## src/rtl/mux_rr_arbiter.sv

```systemverilog
// ----------------------------------------------------------------------------
// mux_rr_arbiter
//
// Round-robin arbiter and sequencer for a wide flow-control multiplexer.
// N valid/ready requesters share one mux. The current winner drives the mux
// select, and the winning word is captured into a one-entry output register
// that has its own valid/ready handshake.
//
// Optional feature macro: MUX_ARB_LOCK_EN
//   When defined, this adds input req_lock. A requester that is granted with
//   req_lock high keeps exclusive ownership until it sends a beat with
//   req_lock low.
//
// Ports:
//   clk        in   1          rising-edge clock
//   rst        in   1          asynchronous active-high reset
//   req_valid  in   N          per-requester valid
//   req_data   in   N*DATA_W   packed request words, requester i at [i*DATA_W +: DATA_W]
//   req_lock   in   N          (MUX_ARB_LOCK_EN only) hold ownership after this beat
//   req_ready  out  N          one-hot accept (combinational)
//   sel        out  SEL_W      mux select = winner index, 0 when nothing is granted
//   out_valid  out  1          output register holds a word
//   out_data   out  DATA_W     registered selected word
//   out_src    out  SEL_W      index of the requester that supplied out_data
//   out_ready  in   1          downstream accept
// ----------------------------------------------------------------------------
module mux_rr_arbiter #(
    parameter int N      = 32,
    parameter int SEL_W  = 5,
    parameter int DATA_W = 20
) (
    input  logic                clk,
    input  logic                rst,
    input  logic [N-1:0]        req_valid,
    input  logic [N*DATA_W-1:0] req_data,
`ifdef MUX_ARB_LOCK_EN
    input  logic [N-1:0]        req_lock,
`endif
    output logic [N-1:0]        req_ready,
    output logic [SEL_W-1:0]    sel,
    output logic                out_valid,
    output logic [DATA_W-1:0]   out_data,
    output logic [SEL_W-1:0]    out_src,
    input  logic                out_ready
);

    localparam logic [SEL_W-1:0] PTR_ONE = {{(SEL_W-1){1'b0}}, 1'b1};

    logic              r_out_valid;
    logic [DATA_W-1:0] r_out_data;
    logic [SEL_W-1:0]  r_out_src;
    logic [SEL_W-1:0]  r_ptr;
`ifdef MUX_ARB_LOCK_EN
    logic              r_lock;
    logic [SEL_W-1:0]  r_lock_idx;
`endif

    logic              w_can_load;
    logic [N-1:0]      w_eligible;
    logic              w_any;
    logic [SEL_W-1:0]  w_win;
    logic [SEL_W-1:0]  w_scan_idx;
    logic              w_grant;

    // A new word may load when the register is empty or is draining this cycle.
    assign w_can_load = !r_out_valid || out_ready;

    // Requesters allowed to compete this cycle.
    always_comb begin
        w_eligible = '0;
`ifdef MUX_ARB_LOCK_EN
        // While a lock is held, only the owner may win, even if it is idle.
        if (r_lock) begin
            w_eligible[r_lock_idx] = req_valid[r_lock_idx];
        end else begin
            w_eligible = req_valid;
        end
`else
        w_eligible = req_valid;
`endif
    end

    // Rotating priority scan. The loop runs from the farthest offset down to
    // the nearest one, so the requester closest to r_ptr is assigned last and wins.
    always_comb begin
        w_any      = 1'b0;
        w_win      = '0;
        w_scan_idx = '0;
        for (int j = N - 1; j >= 0; j--) begin
            w_scan_idx = r_ptr + j[SEL_W-1:0];
            if (w_eligible[w_scan_idx]) begin
                w_any = 1'b1;
                w_win = w_scan_idx;
            end else begin
                w_any = w_any;
                w_win = w_win;
            end
        end
    end

    // Reset gates the grant so that req_ready and sel drop to zero as soon as
    // rst is asserted.
    assign w_grant = !rst && w_can_load && w_any;

    // One-hot accept and mux select derived from the winner.
    always_comb begin
        req_ready = '0;
        sel       = '0;
        if (w_grant) begin
            req_ready[w_win] = 1'b1;
            sel              = w_win;
        end else begin
            req_ready = '0;
            sel       = '0;
        end
    end

    // Output register, rotating pointer and lock state.
    always_ff @(posedge clk or posedge rst) begin
        if (rst) begin
            r_out_valid <= 1'b0;
            r_out_data  <= '0;
            r_out_src   <= '0;
            r_ptr       <= '0;
`ifdef MUX_ARB_LOCK_EN
            r_lock      <= 1'b0;
            r_lock_idx  <= '0;
`endif
        end else begin
            if (w_grant) begin
                r_out_valid <= 1'b1;
                r_out_data  <= req_data[w_win*DATA_W +: DATA_W];
                r_out_src   <= w_win;
`ifdef MUX_ARB_LOCK_EN
                // Locked beats freeze the pointer. The releasing beat moves it
                // past the owner.
                if (req_lock[w_win]) begin
                    r_lock     <= 1'b1;
                    r_lock_idx <= w_win;
                end else begin
                    r_lock     <= 1'b0;
                    r_ptr      <= w_win + PTR_ONE;
                end
`else
                r_ptr       <= w_win + PTR_ONE;
`endif
            end else if (out_ready) begin
                r_out_valid <= 1'b0;
            end else begin
                r_out_valid <= r_out_valid;
            end
        end
    end

    assign out_valid = r_out_valid;
    assign out_data  = r_out_data;
    assign out_src   = r_out_src;

endmodule

```

## config.mk

```make
export PLATFORM = sky130hd
export DESIGN_NAME = mux_rr_arbiter
export DESIGN_NICKNAME = d
export VERILOG_FILES = /design/src/rtl/mux_rr_arbiter.sv
export SDC_FILE = /design/constraint.sdc
export NUM_CORES = 1
export LEC_CHECK = 0
export ABC_CLOCK_PERIOD_IN_PS = 7650
export CELL_PAD_IN_SITES_DETAIL_PLACEMENT = 1
export CELL_PAD_IN_SITES_GLOBAL_PLACEMENT = 1
export CORE_AREA = 4 4 288 290
export DETAILED_ROUTE_END_ITERATION = 10
export DIE_AREA = 0 0 292 294
export PLACE_DENSITY_LB_ADDON = 0.25
export SYNTH_ARGS = -nofsm -noshare
export SYNTH_HDL_FRONTEND = slang
export SYNTH_SLANG_ARGS = --single-unit
export TNS_END_PERCENT = 1
```

## constraint.sdc

```tcl
create_clock -name clk -period 7.65 [get_ports clk]
set_input_delay 0.765 -clock clk [delete_from_list [all_inputs] [get_ports clk]]
set_output_delay 0.765 -clock clk [all_outputs]
set_load 0.02 [all_outputs]
```

==> results.toml <==
[outcome]
outcome = "finished, final reports clean"

[yosys]
synth_cell_types = 100
async_flop_share_pct = 100.0
ys_seq_elements = 31
syn_nets = 2591
syn_inst = 1899
synth-seq-area-share_pct = 5.370
synth_edf_count = 0
syn_area_sq_um = 14450
synthFlopType = "dfrtp_1"
synth_area_per_cell_sq_um = 7.607
yosys_warnings = 0

[clock_network]
cts_buffers = 5
clockRootBuffer = "clkbuf_16"
cts.sinks = 31
cts_max_level = 2
cts_hold_buf = 0
clk_pin_slew_ns = 0.06
clkLatencyLatePin_ns = 0.30
cts_tree = "built"
cts_max_path_buffers = 2
postCtsSetupBuffers = 0
ctsResizeCount = 0

[sta]
layout_setup_ws_ns = 0.2015
finClkSkew_ns = 0.01112
drv_slew = 0
worst_pin_slew_ns = 1.206
hold_violations = 0
final.min_clock_period_ns = 7.448
slew_headroom_pct = 18.77
setup_viol = 0
rsz0062_at_grt = "no"
hold_slack_ns = 0.4928
max_freq_mhz = 134.3
fin_crit_sh_pct = 97.37

[setup_path]
required_ns = 6.88
cp_top_family = "buffers and inverters"
max_stage_delay_ns = 0.64
path_max_fanout = 70
worstSetupPathType = "register to output port"
cp_data_arrival_time_ns = 6.68
crit_slowest_cell = "clkdlybuf4s50_1"
cp_cell_sequence = "buf_12, ha_1, a21oi_1, xnor2_2, buf_4, mux2i_1, o22ai_1, buf_4, nor4_1, buf_4, o311ai_0, a311oi_1, o311ai_2, buf_4, a21oi_2, nand2_1, buf_12, nor2_1, clkdlybuf4s50_1"
crit_path_end_kind = "output port"
path_buf_inv = 7
start_kind = "register"
crit_top_cell = "buf_4"

[placement]
portBuffers = 737
place_hpwl_um = 124500
place.gp.congestion = 1.007
post-place-cells = 3834
post-place-ws_ns = 0.4513

[cells_and_area]
drive_gt1_share_pct = 17.58
syn2layout_area_growth_pct = 73.80
final_util_pct = 31.27
fin_cells = 3867
fin_nets = 3473

[route]
via_per_inst = 5.539
antenna_left = 0
dr_total_vias = 21420
drt_iter0_drc = 2018
wire_per_inst_um = 37.17
drc_errors = 0
dr.pass1.iters = 5
wirelength_um = 143700

[floorplanning]
die_x_um = 292
rows = 104
die_y_um = 294
start_util_pct = 17.99
fp.dieArea_sq_um = 85850
core-area_sq_um = 80290
num_io_pins = 738

[global_routing]
grtUsageTotal_pct = 31.54
antenna_found_initial = 43
grt_pass1_vias = 22230
gr-total-overflow = 0
grt_pass1_wl_um = 190600
grt_max_degree = 71

[job]
max-cap-violations = 0

[min_path]
hp-class = "register to register"
## metal layers
layer / vias up / wire length [um] / track usage, %
met4: 8 / 4552 / 8.540
li1: 9232 / - / -
met5: - / 57 / 0
met2: 1100 / 71150 / 55.37
met3: 165 / 10270 / 5.849
met1: 10910 / 57710 / 39.55
## final cells by class
| type | count | area [sq um] |
|---|---|---|
| antenna | 25 | 62.56 |
| clock inverter | 1 | 5.005 |
| multi-input combinational | 1679 | 12740 |
| fill | 9468 | 55180 |
| sequential | 31 | 778.2 |
| clock buffer | 7 | 132.6 |
| timing repair buffer | 1042 | 9972 |
| tap | 1060 | 1326 |
| inverter | 22 | 90.09 |
## path summary, 6_finish.rpt
kind                                      end  cells past startpoint        from  slack, ns
min in group asynchronous         out_data[0]                      2         rst       1.25
worst max-delay path            req_ready[27]                     19    r_ptr[1]       0.20
worst min-delay path               out_src[1]                      1  out_src[1]       0.49
worst min register to register     out_src[1]                      1  out_src[1]       0.49
max in group asynchronous            r_ptr[0]                      2         rst       5.70
worst max register to register   out_data[12]                     20    r_ptr[2]       0.33
## cells in the mapped netlist (18+ instances only)
master / n / area (sq um)
a211oi_1: 38 / 285.3
a21o_1: 18 / 135.1
a21oi_1: 125 / 625.6
a22oi_1: 23 / 172.7
a31oi_1: 37 / 231.5
and3_1: 21 / 131.4
buf_2: 35 / 175.2
buf_4: 23 / 172.7
buf_6: 18 / 202.7
clkbuf_1: 78 / 292.8
dfrtp_1: 31 / 775.7
mux2_2: 48 / 540.5
mux2i_1: 248 / 2482
mux4_2: 77 / 1734
nand2_1: 316 / 1186
nand3_1: 43 / 215.2
nand4_1: 50 / 312.8
nor2_1: 113 / 424.2
nor3_1: 39 / 195.2
o211ai_1: 25 / 187.7
o21ai_0: 37 / 185.2
o22ai_1: 31 / 193.9
o31ai_1: 35 / 262.8
xnor2_1: 33 / 289.0
## layout by cell type, fill, tap and decap left out, types with 29 or more instances in the layout
cell type,n
clkdlybuf4s50_1,735
nand2_1,316
buf_4,281
mux2i_1,248
a21oi_1,124
nor2_1,113
mux4_2,77
nand4_1,50
mux2_2,48
nand3_1,42
nor3_1,39
o21ai_0,37
a211oi_1,37
a31oi_1,37
o31ai_1,35
xnor2_1,31
o22ai_1,31
dfrtp_1,29
## sequential cells by signal (all words and copies together) (netlist names)
signal     flops
out_data      20
out_src        5
out_valid      1
r_ptr          5
## per-stage QoR
stage          setup TNS [ns]  instance area [sq um]
4_1_cts                     0                  25030
5_1_grt                     0                  25080
6_report                    0                  25110
3_3_place_gp          -0.1913                  24880
2_1_floorplan               0                  14450
3_5_place_dp                0                  24900
## cells by family (layout without fill, tap and decap cells)
kind of cell	Yosys count	after routing	share of synthesized area, %
fa+ha+maj	17	17	1.472
mux	381	381	33.68
compound gates	572	572	28.33
other cells	0	25	0
xor+xnor	40	40	2.477
buf+inv	189	1072	6.981
simple gates	669	669	21.69
flops	31	31	5.370
## worst register-to-register path: stages, from the launching register on
cell and delay [ns]:
dfrtp_1 0.48, inv_1 0.21, buf_4 0.23, ha_1 0.49, nor2b_1 0.51, a22oi_1 0.17
and3_1 0.21, o21ai_1 0.62, and2_1 0.51, o2111ai_1 0.18, a221o_1 0.38, a41o_1 0.31
o21ai_4 0.22, nand3_4 0.18, inv_8 0.15, buf_4 0.21, buf_12 0.23, mux2i_1 0.23
mux2i_1 0.35, a2111oi_2 1.06, a31oi_1 0.22
Power is not shown: default switching activity piles up to over one toggle a cycle in this logic, so the estimate is an artifact.
